`config.mk`:
```
export PLATFORM = sky130hd
export DESIGN_NAME = mul16_seq_flat
export DESIGN_NICKNAME = d
export VERILOG_FILES = /design/src/rtl/mul16_pkg.sv /design/src/rtl/mul16_seq_if.sv /design/src/rtl/mul16_seq_add16_co.sv /design/src/rtl/mul16_seq.sv /design/src/flat_wrapper.sv
export SDC_FILE = /design/constraint.sdc
export NUM_CORES = 1
export LEC_CHECK = 0
export ABC_CLOCK_PERIOD_IN_PS = 10900
export CAP_MARGIN = 20
export CORE_AREA = 8 8 133 135
export CTS_CLUSTER_SIZE = 28
export DETAILED_ROUTE_END_ITERATION = 8
export DIE_AREA = 0 0 141 143
export PLACE_DENSITY = 0.49
export SYNTH_ARGS = -nofsm -noshare
export SYNTH_HDL_FRONTEND = slang
export SYNTH_HIERARCHICAL = 1
export SYNTH_SLANG_ARGS = --single-unit
export TNS_END_PERCENT = 30
```
`constraint.sdc`:
```
create_clock -name clk -period 10.9 [get_ports clk]
set_input_delay 2.18 -clock clk [delete_from_list [all_inputs] [get_ports clk]]
set_output_delay 2.18 -clock clk [all_outputs]
set_load 0.02 [all_outputs]
```
`src/rtl/mul16_pkg.sv`:
```
// Shared constants and types for the mul16_seq shift-add multiplier.
package mul16_pkg;

  localparam logic [1:0] MUL_IDLE  = 2'd0;
  localparam logic [1:0] MUL_BUSY  = 2'd1;
  localparam logic [1:0] MUL_DONE  = 2'd2;
  localparam int         MUL_STEPS = 16;

  typedef enum logic [1:0] {
    ST_IDLE = MUL_IDLE,
    ST_BUSY = MUL_BUSY,
    ST_DONE = MUL_DONE
  } mul_state_e;

  // Magnitude of a 16-bit two's-complement value; 0x8000 maps to 0x8000 unsigned.
  function automatic logic [15:0] abs16(input logic [15:0] v);
    return v[15] ? (~v + 16'd1) : v;
  endfunction

endpackage

```
`src/rtl/mul16_seq_if.sv`:
```
// Operand/result handshake bundle for mul16_seq; slave is the multiplier side.
interface mul16_seq_if;
  logic        in_valid;
  logic        in_ready;
  logic [15:0] a;
  logic [15:0] b;
  logic        out_valid;
  logic        out_ready;
  logic [31:0] product;
  logic        busy;

  modport master (
    output in_valid, a, b, out_ready,
    input  in_ready, out_valid, product, busy
  );

  modport slave (
    input  in_valid, a, b, out_ready,
    output in_ready, out_valid, product, busy
  );
endinterface

```
`src/rtl/mul16_seq_add16_co.sv`:
```
// 16-bit ripple adder from a FullAdder chain, exposing the carry-out as bit 17.
module FullAdder (
  input  logic i_a,
  input  logic i_b,
  input  logic i_ci,
  output logic o_s,
  output logic o_co
);
  assign o_s  = i_a ^ i_b ^ i_ci;
  assign o_co = (i_a & i_b) | (i_ci & (i_a ^ i_b));
endmodule

module add16_co (
  input  logic [15:0] i_a,
  input  logic [15:0] i_b,
  input  logic        i_ci,
  output logic [15:0] o_s,
  output logic        o_co
);
  logic [16:0] w_c;

  assign w_c[0] = i_ci;
  assign o_co   = w_c[16];

  for (genvar g = 0; g < 16; g++) begin : g_fa
    FullAdder u_fa (
      .i_a (i_a[g]),
      .i_b (i_b[g]),
      .i_ci(w_c[g]),
      .o_s (o_s[g]),
      .o_co(w_c[g+1])
    );
  end
endmodule

```
`src/rtl/mul16_seq.sv`:
```
// Iterative 16x16->32 shift-add multiplier, one conditional add + shift per cycle.
// Define MUL16_SIGNED_EN to treat a/b as two's-complement signed operands.
module mul16_seq
  import mul16_pkg::*;
#(
  parameter bit ZERO_SHORTCUT = 1'b1
) (
  input  logic           clk,
  input  logic           rst,
  mul16_seq_if.slave     bus
);

  mul_state_e  r_state, w_next;
  logic [15:0] r_hi, r_lo, r_areg;
  logic [3:0]  r_cnt;
  logic [31:0] r_product;

  logic        w_accept, w_zero, w_last, w_co;
  logic [15:0] w_addend, w_sum16, w_a_in, w_b_in;
  logic [31:0] w_raw, w_final;

  assign w_accept = (r_state == ST_IDLE) && bus.in_valid;
  assign w_zero   = ZERO_SHORTCUT && ((bus.a == 16'd0) || (bus.b == 16'd0));
  assign w_last   = (r_cnt == 4'(MUL_STEPS - 1));
  assign w_addend = r_lo[0] ? r_areg : 16'd0;

  add16_co u_add (
    .i_a (r_hi),
    .i_b (w_addend),
    .i_ci(1'b0),
    .o_s (w_sum16),
    .o_co(w_co)
  );

  // {hi,lo} after this step's shift: {sum[16:0], lo[15:1]}
  assign w_raw = {w_co, w_sum16, r_lo[15:1]};

`ifdef MUL16_SIGNED_EN
  logic r_neg;
  assign w_a_in  = abs16(bus.a);
  assign w_b_in  = abs16(bus.b);
  assign w_final = r_neg ? (~w_raw + 32'd1) : w_raw;

  always_ff @(posedge clk or posedge rst) begin
    if (rst)           r_neg <= 1'b0;
    else if (w_accept) r_neg <= bus.a[15] ^ bus.b[15];
  end
`else
  assign w_a_in  = bus.a;
  assign w_b_in  = bus.b;
  assign w_final = w_raw;
`endif

  always_ff @(posedge clk or posedge rst) begin
    if (rst) r_state <= ST_IDLE;
    else     r_state <= w_next;
  end

  always_comb begin
    w_next = r_state;
    case (r_state)
      ST_IDLE: if (w_accept) w_next = w_zero ? ST_DONE : ST_BUSY;
      ST_BUSY: if (w_last)   w_next = ST_DONE;
      ST_DONE: if (bus.out_ready) w_next = ST_IDLE;
      default: w_next = ST_IDLE;
    endcase
  end

  always_ff @(posedge clk or posedge rst) begin
    if (rst) begin
      r_hi      <= '0;
      r_lo      <= '0;
      r_areg    <= '0;
      r_cnt     <= '0;
      r_product <= '0;
    end else begin
      case (r_state)
        ST_IDLE: if (w_accept) begin
          r_areg <= w_a_in;
          r_hi   <= '0;
          r_lo   <= w_b_in;
          r_cnt  <= '0;
          if (w_zero) r_product <= '0;
        end
        ST_BUSY: begin
          r_hi  <= w_raw[31:16];
          r_lo  <= w_raw[15:0];
          r_cnt <= r_cnt + 4'd1;
          if (w_last) r_product <= w_final;
        end
        default: ;
      endcase
    end
  end

  assign bus.in_ready  = (r_state == ST_IDLE) && !rst;
  assign bus.out_valid = (r_state == ST_DONE);
  assign bus.busy      = (r_state == ST_BUSY);
  assign bus.product   = r_product;

endmodule
```
`src/flat_wrapper.sv`:
```
// flat-port wrapper written by rule: the top's interface ports become plain ports
module mul16_seq_flat import mul16_pkg::*;
#(
  parameter bit ZERO_SHORTCUT = 1'b1
)
  (clk, rst, bus_in_valid, bus_a, bus_b, bus_out_ready, bus_in_ready, bus_out_valid, bus_product, bus_busy);
  mul16_seq_if bus_i ();
  input  logic clk;
  input  logic rst;
  input wire logic [$bits(bus_i.in_valid)-1:0] bus_in_valid;
  input wire logic [$bits(bus_i.a)-1:0] bus_a;
  input wire logic [$bits(bus_i.b)-1:0] bus_b;
  input wire logic [$bits(bus_i.out_ready)-1:0] bus_out_ready;
  output wire logic [$bits(bus_i.in_ready)-1:0] bus_in_ready;
  output wire logic [$bits(bus_i.out_valid)-1:0] bus_out_valid;
  output wire logic [$bits(bus_i.product)-1:0] bus_product;
  output wire logic [$bits(bus_i.busy)-1:0] bus_busy;
  assign bus_i.in_valid = bus_in_valid;
  assign bus_i.a = bus_a;
  assign bus_i.b = bus_b;
  assign bus_i.out_ready = bus_out_ready;
  assign bus_in_ready = bus_i.in_ready;
  assign bus_out_valid = bus_i.out_valid;
  assign bus_product = bus_i.product;
  assign bus_busy = bus_i.busy;
  mul16_seq #(.ZERO_SHORTCUT(ZERO_SHORTCUT)) u_core (.clk(clk), .rst(rst), .bus(bus_i));
endmodule
```
==> results.cfg, run 1 <==
[routing]
vias = 2763
detail_route.first_pass.iterations = 4
remaining_drc_errors = 0
wl_per_cell_um = 16.4
drt_wl_total_mm = 10.2
antenna_violating_nets_post_route = 0
detail_route.vias_per_cell = 4.45
drt-initial-drc-count = 273

[clock_network]
clk_pin_slew_worst_paths_ns = 0.06
cts_hold_buffers = 0
cts_resized = 0
clock_latency_ns = 0.34
tritoncts_clock_tree = done
cts-root-to-sink-buffers = 2
clk_sink_count = 86
cts-buffers-inserted = 9
root_buffer = sky130_fd_sc_hd__clkbuf_16
htree_levels = 3
post-cts-setup-buffer-count = 0

[global_route]
pin_count_of_the_biggest_net_entering_global_routing = 71
grt_antenna_before_repair = 0
track_usage_pct = 10.6
global_route.overflow_total = 0
vias_in_the_first_global_route = 2993
global_route_wire_length_before_repair_mm = 16.6

[die]
fp-row-count = 46
die_width_um = 141
coreArea_mm2 = 0.0156
num_io_pins = 71
die_y_um = 143
die_area_mm2 = 0.0202
start_util_pct = 24.4

[placement]
place.detailed.hpwl_mm = 7.18
dp.cells = 604
numPortBuffers = 70
placement.setup.worst_slack_ns = 3.45
gp_congestion = 0.770

[run_status]
outcome = completed

[power_and_ir_drop]
ir_worst_vdd_v = 0.0000927
power_density_mw_per_mm2 = 306
power.leakage_uw = 0.00226

[worst_setup_path]
rr_worst_depth = 18
cpMostUsedCell = sky130_fd_sc_hd__fa_1
startpoint_kind_of_the_worst_setup_timing_path = flop
path_max_fanout = 17
slowest_stage = sky130_fd_sc_hd__dfrtp_1
worst_ep_required_time_ns = 11.12
max_stage_delay_ns = 0.52
reg2reg_slack_ns = 3.47
path_depth = 18
crit_path_end_kind = flop
crit-reg2reg-launch = u_core/r_lo[0]$_DFFE_PP0P_
worst-path-buf-inv = 0
critical_path.top_delay_family = adder cells
r2r_end = u_core/bus.product[30]$_DFFE_PP0P_
timing.critical_path.arrival_ns = 7.65
crit_chain = and2_1, fa_1, fa_1, fa_1, fa_1, fa_1, fa_1, fa_1, fa_1, fa_1, fa_1, fa_1, fa_1, fa_1, fa_1, fa_1, fa_1, a22o_1
crit_type = reg2reg

[min_path]
hold_path_startpoint = u_core/r_areg[2]$_DFFE_PP0P_
min_path_cells = 2
holdPathEnd = u_core/r_areg[2]$_DFFE_PP0P_
hold_path.class = reg2reg

[timing]
timing.setup.tns_ns = 0
hold-worst-slack_ns = 0.466
setup_violations = 0
max_clock_freq_mhz = 135
worst-slew-pin-transition_ns = 0.897
max_slew_margin_pct = 40.2
fin_ws_ns = 3.47
finalMaxSlewViolations = 0
final_min_period_over_clock_period_pct = 68.2
rsz0062_at_grt = no
timing_hold_violations_final = 0
fin_worst_skew_ns = 0.00471
finalWorstPathRequiredPeriod_ns = 7.43

[final_layout]
inserted_diodes = 0
post_layout_nonfiller_instances = 621
drive_gt1_share_pct = 6.42
finish.net_count = 453
synthToLayoutAreaGrowth_pct = 31.9
utilization_pct = 32.2

[logic_synthesis]
yosysWarnings = 6
syn_area_mm2 = 0.00381
number_of_enable_type_register_cells_in_the_synthesized_netlist = 0
async_flop_share_pct = 100
synth.top_cells.by_area = sky130_fd_sc_hd__dfrtp_1 56%, sky130_fd_sc_hd__nand2_1 9.3%, sky130_fd_sc_hd__fa_1 8.4%
syn_nets = 388
ys_seq_area_share_pct = 56.5
post-synth-top-area-fraction_pct = 56.5
synthesized_netlist_cell_count = 335
ys.flop_type = sky130_fd_sc_hd__dfrtp_1
ys_types = 28
post-synth-top-area-cell = sky130_fd_sc_hd__dfrtp_1
synth_seq_cells = 86
avg_inst_size_synth_um2 = 11.4
synth_top_cells_by_count = 94 x sky130_fd_sc_hd__nand2_1, 86 x sky130_fd_sc_hd__dfrtp_1, 31 x sky130_fd_sc_hd__a22o_1
post-synth-top-count-cell = sky130_fd_sc_hd__nand2_1

[job]
drv.max_cap_violation_count = 0
==> worst max path at each step <==
stage / startpoint / end / slack, ns
4_1_cts: u_core/r_lo[0]$_DFFE_PP0P_ / u_core/bus.product[30]$_DFFE_PP0P_ / 3.45
3_5_place_dp: u_core/r_lo[0]$_DFFE_PP0P_ / u_core/bus.product[30]$_DFFE_PP0P_ / 3.45
2_1_floorplan: u_core/r_lo[0]$_DFFE_PP0P_ / u_core/bus.product[30]$_DFFE_PP0P_ / 3.84
6_report: u_core/r_lo[0]$_DFFE_PP0P_ / u_core/bus.product[30]$_DFFE_PP0P_ / 3.47
5_1_grt: u_core/r_lo[0]$_DFFE_PP0P_ / u_core/bus.product[30]$_DFFE_PP0P_ / 3.18
3_3_place_gp: u_core/r_lo[0]$_DFFE_PP0P_ / u_core/bus.product[30]$_DFFE_PP0P_ / 3.53
==> layout make-up <==
class / instances / area, um2
clock buffers: 10 / 239
clock inverters: 6 / 61.3
fillers: 1564 / 10600
inverters: 4 / 16.3
multi-input cells: 223 / 1540
flip-flops and latches: 86 / 2150
well taps: 216 / 270
repair buffers: 76 / 746
==> metal layers <==
layer	share of wire [%]	GRT usage, %	vias to the layer above	wire [um]
met5	0	0	-	0
met2	48	16.8	58	4910
met1	45	13.2	1387	4600
li1	-	-	1305	-
met3	4.8	2.70	13	494
met4	1.8	5.32	0	187
==> logic make-up (layout without fill, tap and decap cells) <==
| logic type | Yosys count | after routing | share of synthesized area (%) |
|---|---|---|---|
| adders and majority gates | 17 | 17 | 8.74 |
| AOI/OAI and AO/OA | 69 | 69 | 15.4 |
| DFF | 86 | 86 | 56.5 |
| other | 1 | 1 | 0.0984 |
| buffers and inverters | 26 | 96 | 3.35 |
| and+or+nand+nor | 136 | 136 | 15.9 |
==> worst min-delay path, stage by stage (launching register included) <==
cell	delay (ns)
sky130_fd_sc_hd__dfrtp_1	0.34
sky130_fd_sc_hd__nand2_1	0.05
sky130_fd_sc_hd__nand2_1	0.05
==> sequential cells by signal (all words and copies together), names as in the netlist <==
name / count
u_core/bus.product: 32
u_core/r_areg: 16
u_core/r_cnt: 4
u_core/r_hi: 16
u_core/r_lo: 16
u_core/r_state: 2
==> where the power goes <==
group	total, uW	leakage (uW)	internal [uW]	switching (uW)
clock network	309	0.000148	183	126
registers	579	0.00109	471	108
logic	650	0.00102	314	335
==> cell usage in the layout, fill, tap and decap left out, types with 2 or more instances in the layout <==
cell type                         instances
sky130_fd_sc_hd__dfrtp_1                 86
sky130_fd_sc_hd__nand4_1                  3
sky130_fd_sc_hd__nand2_1                 94
sky130_fd_sc_hd__nand3_1                  7
sky130_fd_sc_hd__o21ai_0                  5
sky130_fd_sc_hd__buf_4                    6
sky130_fd_sc_hd__a22oi_1                 16
sky130_fd_sc_hd__fa_1                    16
sky130_fd_sc_hd__nor4_1                   8
sky130_fd_sc_hd__a22o_1                  31
sky130_fd_sc_hd__clkinv_2                 4
sky130_fd_sc_hd__a32o_1                  13
sky130_fd_sc_hd__inv_1                    2
sky130_fd_sc_hd__nor2_1                   2
sky130_fd_sc_hd__and2_1                  16
sky130_fd_sc_hd__clkdlybuf4s50_1         70
sky130_fd_sc_hd__clkbuf_16                9
==> per-stage QoR <==
| step | area [um2] | total power (uW) |
|---|---|---|
| after floorplan | 3810 | 984 |
| after global placement | 4720 | 1230 |
| after detailed placement | 4720 | 1250 |
| after CTS | 5020 | 1560 |
| after global routing | 5020 | 1650 |
| final | 5020 | 1540 |
Power figures use the tool's default switching activity.
==> run 2, diff against run 1 <==
ABC_CLOCK_PERIOD_IN_PS = 7000   (was 10900)
clock period = 7 ns   (was 10.9 ns; I/O delays follow)
==> results.cfg, run 2 (synthesis results as in run 1) <==
[run_status]
outcome = completed

[final_layout]
finalInstanceArea_mm2 = 0.00503
largest_reg_flops = 32
layout_common_cells = 94 x sky130_fd_sc_hd__nand2_1, 85 x sky130_fd_sc_hd__dfrtp_1, 70 x sky130_fd_sc_hd__clkdlybuf4s50_1, 31 x sky130_fd_sc_hd__a22o_1
post_layout_nonfiller_instances = 620
finish.net_count = 455
inserted_diodes = 0
synthToLayoutAreaGrowth_pct = 32.0
fillers = 1582
layout.cells.most_common = sky130_fd_sc_hd__nand2_1
drive_gt1_share_pct = 8.91

[timing]
finalWorstPathRequiredPeriod_ns = 6.80
worst-slew-pin-transition_ns = 0.905
finalMaxSlewViolations = 0
timing_hold_violations_final = 0
setup_violations = 0
rsz0062_at_grt = no
final_min_period_over_clock_period_pct = 97.2
hold-worst-slack_ns = 0.469
fin_ws_ns = 0.199
max_clock_freq_mhz = 147
fin_worst_skew_ns = 0.00669
max_slew_margin_pct = 39.7

[placement]
gp_congestion = 0.767
numPortBuffers = 70
dp.cells = 606
placement.setup.worst_slack_ns = -0.237
place.detailed.hpwl_mm = 7.17
placed_area_mm2 = 0.00474

[min_path]
holdPathEnd = u_core/r_areg[7]$_DFFE_PP0P_
min_path_cells = 2
hold_path_startpoint = u_core/r_areg[7]$_DFFE_PP0P_
hold_path.class = reg2reg

[worst_setup_path]
cpMostUsedCell = sky130_fd_sc_hd__fa_2
crit_path_end_kind = flop
r2r_end = u_core/bus.product[30]$_DFFE_PP0P_
rr_worst_depth = 18
worst_ep_required_time_ns = 7.21
crit_type = reg2reg
reg2reg_slack_ns = 0.20
crit-reg2reg-launch = u_core/r_lo[0]$_DFFE_PP0P_
crit_chain = and2_1, fa_1, fa_2, fa_1, fa_1, fa_2, fa_2, fa_2, fa_2, fa_2, fa_2, fa_2, fa_2, fa_1, fa_1, fa_2, fa_1, a22o_1
startpoint_kind_of_the_worst_setup_timing_path = flop
timing.critical_path.arrival_ns = 7.02
max_stage_delay_ns = 0.46
slowest_stage = sky130_fd_sc_hd__fa_1
path_max_fanout = 2

[global_route]
track_usage_pct = 10.7
global_route.overflow_total = 0
grt_antenna_before_repair = 0
global_route_wire_length_before_repair_mm = 16.8
global_route.usage.met1_pct = 13.4
gr-usage-met3_pct = 2.24
pin_count_of_the_biggest_net_entering_global_routing = 71
grt_use_met2_pct = 17.2
global_route.peak_usage_layer = met2
vias_in_the_first_global_route = 3073

[clock_network]
cts_hold_buffers = 0
clk_sink_count = 86
htree_levels = 3
cts-buffers-inserted = 9
cts-root-to-sink-buffers = 2
clk_pin_slew_worst_paths_ns = 0.06
root_buffer = sky130_fd_sc_hd__clkbuf_16
clock_latency_ns = 0.33
tritoncts_clock_tree = done

[die]
num_io_pins = 71
coreArea_mm2 = 0.0156
fp-row-count = 46
die_area_mm2 = 0.0202
die_y_um = 143
start_util_pct = 24.4
die_width_um = 141

[power_and_ir_drop]
ir_worst_vdd_v = 0.000132
power_density_mw_per_mm2 = 471
design_power_total_uw = 2370
power.leakage_uw = 0.00224

[routing]
antenna_violating_nets_post_route = 0
wl_per_cell_um = 16.6
drt_wl_total_mm = 10.3
vias = 2753
detail_route.first_pass.iterations = 4
remaining_drc_errors = 0
drt-initial-drc-count = 192
detail_route.vias_per_cell = 4.44

[job]
drv.max_cap_violation_count = 0
run 2: changes by cell type in the layout (fill, tap and decap cells not counted), sizes merged:
cell,change
buf,+2
clkinv,-2
bufinv,-1
clkbuf,+1
clkinvlp,-1
run 2: cell type report:
type / instances / area (um2) / share of cell area, %
multi-input cells: 223 / 1560 / 31.1
inverters: 4 / 16.3 / 0.324
flip-flops and latches: 86 / 2150 / 42.8
well taps: 216 / 270 / 5.38
clock inverters: 2 / 10.0 / 0.199
repair buffers: 78 / 761 / 15.1
clock buffers: 11 / 253 / 5.03
run 2: layer usage:
| layer | vias to the layer above | wire length, um |
|---|---|---|
| met3 | 11 | 402 |
| met1 | 1392 | 4670 |
| met2 | 41 | 5030 |
| met5 | - | 0 |
| li1 | 1309 | - |
| met4 | 0 | 170 |
run 2: stage by stage:
step,utilization (%),setup TNS [ns]
floorplan,-,0
global placement,30.3,-0.373
detailed placement,30.4,-0.747
CTS,32.2,0
global route,32.2,0
finish,32.2,0
run 2: worst max path at each step:
stage | end | cells after the start | from
CTS | u_core/bus.product[30]$_DFFE_PP0P_ | 18 | u_core/r_lo[0]$_DFFE_PP0P_
finish | u_core/bus.product[30]$_DFFE_PP0P_ | 18 | u_core/r_lo[0]$_DFFE_PP0P_
floorplan | u_core/bus.product[30]$_DFFE_PP0P_ | 18 | u_core/r_lo[0]$_DFFE_PP0P_
detailed placement | u_core/bus.product[30]$_DFFE_PP0P_ | 18 | u_core/r_lo[0]$_DFFE_PP0P_
global route | u_core/bus.product[30]$_DFFE_PP0P_ | 18 | u_core/r_lo[0]$_DFFE_PP0P_
global placement | u_core/bus.product[30]$_DFFE_PP0P_ | 18 | u_core/r_lo[0]$_DFFE_PP0P_
run 2: critical path, delay by kind of cell (launching register included):
kind                     cells  cell delay [ns]
adder cells (fa/ha/maj)     16             5.88
AO/OA/AOI/OAI                1             0.23
AND/OR/NAND/NOR              1             0.17
flip-flops                   1             0.40
run 2: power breakdown:
group          switching (uW)  total (uW)  internal, uW
Clock                     180         433           252
Sequential                163         898           735
Combinational             529        1030           506
run 2: repair_timing:
item,CTS,global route
setup endpoints to repair,4,4
resized for setup,5,4
endpoints found under the hold margin,0,0
buffers inserted,1,0
==> run 3, diff against run 2 <==
CELL_PAD_IN_SITES_DETAIL_PLACEMENT = 0   (was not set)
CELL_PAD_IN_SITES_GLOBAL_PLACEMENT = 2   (was not set)
PLACE_DENSITY = 0.66   (was 0.49)
==> results.cfg, run 3 (synthesis results as in run 1) <==
[final_layout]
largest_reg_flops = 32
finish.net_count = 454
layout.cells.most_common = sky130_fd_sc_hd__nand2_1
drive_gt1_share_pct = 8.89
fillers = 1593
inserted_diodes = 0
post_layout_nonfiller_instances = 621
synthToLayoutAreaGrowth_pct = 32.5
finalInstanceArea_mm2 = 0.00505
layout_common_cells = 94 x sky130_fd_sc_hd__nand2_1, 86 x sky130_fd_sc_hd__dfrtp_1, 70 x sky130_fd_sc_hd__clkdlybuf4s50_1, 31 x sky130_fd_sc_hd__a22o_1

[routing]
vias = 2722
drt_wl_total_mm = 10.5
antenna_violating_nets_post_route = 0
detail_route.first_pass.iterations = 4
remaining_drc_errors = 0
drt-initial-drc-count = 218
wl_per_cell_um = 16.9
detail_route.vias_per_cell = 4.38

[worst_setup_path]
worst_ep_required_time_ns = 7.22
rr_worst_depth = 18
crit_type = reg2reg
path_max_fanout = 2
crit_start = u_core/r_lo[0]$_DFFE_PP0P_
timing.critical_path.arrival_ns = 7.00
crit_path_end_kind = flop
startpoint_kind_of_the_worst_setup_timing_path = flop
crit-reg2reg-launch = u_core/r_lo[0]$_DFFE_PP0P_

[timing]
fin_worst_skew_ns = 0.00592
finalMaxSlewViolations = 0
final_min_period_over_clock_period_pct = 96.9
max_clock_freq_mhz = 147
worst-slew-pin-transition_ns = 0.920
timing_hold_violations_final = 0
setup_violations = 0
max_slew_margin_pct = 38.7
finalWorstPathRequiredPeriod_ns = 6.78
rsz0062_at_grt = no

[clock_network]
tritoncts_clock_tree = done
clk_pin_slew_worst_paths_ns = 0.06
root_buffer = sky130_fd_sc_hd__clkbuf_16
clk_sink_count = 86
cts-root-to-sink-buffers = 2
cts-buffers-inserted = 9
clock_latency_ns = 0.33
htree_levels = 3
cts_hold_buffers = 0

[die]
num_io_pins = 71
die_y_um = 143
start_util_pct = 24.4
coreArea_mm2 = 0.0156
die_width_um = 141
die_area_mm2 = 0.0202
fp-row-count = 46

[global_route]
vias_in_the_first_global_route = 2929
grt_antenna_before_repair = 0
pin_count_of_the_biggest_net_entering_global_routing = 57
global_route_wire_length_before_repair_mm = 16.9
global_route.overflow_total = 0
track_usage_pct = 10.8

[placement]
place.detailed.hpwl_mm = 7.36
gp_congestion = 0.735
dp.cells = 605
numPortBuffers = 70
placed_area_mm2 = 0.00473

[power_and_ir_drop]
design_power_total_uw = 2420
power_density_mw_per_mm2 = 480
power.leakage_uw = 0.00224
ir_worst_vdd_v = 0.000127

[job]
drv.max_cap_violation_count = 0

[min_path]
hold_path.class = reg2reg
min_path_cells = 2
hold_path_startpoint = u_core/r_areg[1]$_DFFE_PP0P_

[run_status]
outcome = completed
run 3: cell count changes in the layout (fill, tap and decap cells not counted):
cell / delta
sky130_fd_sc_hd__bufinv_16: +1
sky130_fd_sc_hd__fa_2: +1
sky130_fd_sc_hd__clkbuf_8: -1
sky130_fd_sc_hd__clkinvlp_4: +1
sky130_fd_sc_hd__dfrtp_1: +1
sky130_fd_sc_hd__clkbuf_1: +1
sky130_fd_sc_hd__dfrtp_2: -1
sky130_fd_sc_hd__buf_4: -1
sky130_fd_sc_hd__fa_1: -1
run 3: area by class of cell:
class | count | area (um2) | area share, %
Sequential cell | 86 | 2150 | 42.6
Multi-Input combinational cell | 223 | 1570 | 31.0
Timing Repair Buffer | 77 | 753 | 14.9
Tap cell | 216 | 270 | 5.35
Clock buffer | 11 | 243 | 4.81
Clock inverter | 4 | 47.5 | 0.942
Inverter | 4 | 16.3 | 0.322
run 3: path summary, 6_finish.rpt:
| path | endpoint | slack (ns) |
|---|---|---|
| min in group asynchronous | u_core/bus.product[13]$_DFFE_PP0P_ | 1.46 |
| max in group asynchronous | u_core/bus.product[24]$_DFFE_PP0P_ | 4.39 |
| worst max register to register | u_core/bus.product[30]$_DFFE_PP0P_ | 0.22 |
| worst min register to register | u_core/r_areg[1]$_DFFE_PP0P_ | 0.47 |
| worst min-delay path | u_core/r_areg[1]$_DFFE_PP0P_ | 0.47 |
| worst max-delay path | u_core/bus.product[30]$_DFFE_PP0P_ | 0.22 |
run 3: routing by layer:
layer / share of wire [%] / track usage [%]
met3: 4.0 / 2.77
met5: 0 / 0
met2: 50 / 17.4
met1: 45 / 14.0
met4: 0.87 / 3.56
run 3: timing repair:
item                                    in CTS  in global routing
pin swaps                                    1                  0
gates resized for setup                      5                  4
buffers inserted                             0                  0
endpoints found under the setup margin       4                  4
run 3: metrics by stage:
stage	setup slack, ns	util [%]	setup TNS, ns	hold WS, ns
2_1_floorplan	0.0216	-	0	0.437
3_3_place_gp	-0.0750	30.3	-0.0879	0.458
3_5_place_dp	-0.120	30.3	-0.246	0.459
4_1_cts	0.0383	32.3	0	0.474
5_1_grt	0.0509	32.4	0	0.499
6_report	0.218	32.4	0	0.467
run 3: worst max-delay path, cell delays in order, from the launching register on:
cell and delay [ns]:
sky130_fd_sc_hd__dfrtp_1 0.37, sky130_fd_sc_hd__and2_1 0.17, sky130_fd_sc_hd__fa_2 0.37, sky130_fd_sc_hd__fa_2 0.39, sky130_fd_sc_hd__fa_2 0.36, sky130_fd_sc_hd__fa_1 0.39
sky130_fd_sc_hd__fa_1 0.39, sky130_fd_sc_hd__fa_1 0.39, sky130_fd_sc_hd__fa_2 0.35, sky130_fd_sc_hd__fa_2 0.34, sky130_fd_sc_hd__fa_1 0.39, sky130_fd_sc_hd__fa_2 0.35
sky130_fd_sc_hd__fa_2 0.34, sky130_fd_sc_hd__fa_2 0.35, sky130_fd_sc_hd__fa_2 0.35, sky130_fd_sc_hd__fa_2 0.36, sky130_fd_sc_hd__fa_2 0.35, sky130_fd_sc_hd__fa_1 0.45
sky130_fd_sc_hd__a22o_1 0.22
run 3: report_power, final:
part / total (uW) / leakage, uW / switching [uW] / internal (uW)
sequential: 897 / 0.00109 / 163 / 734
clock: 470 / 0.000141 / 187 / 283
combinational: 1060 / 0.00101 / 547 / 511
total: 2420 / 0.00224 / 897 / 1530
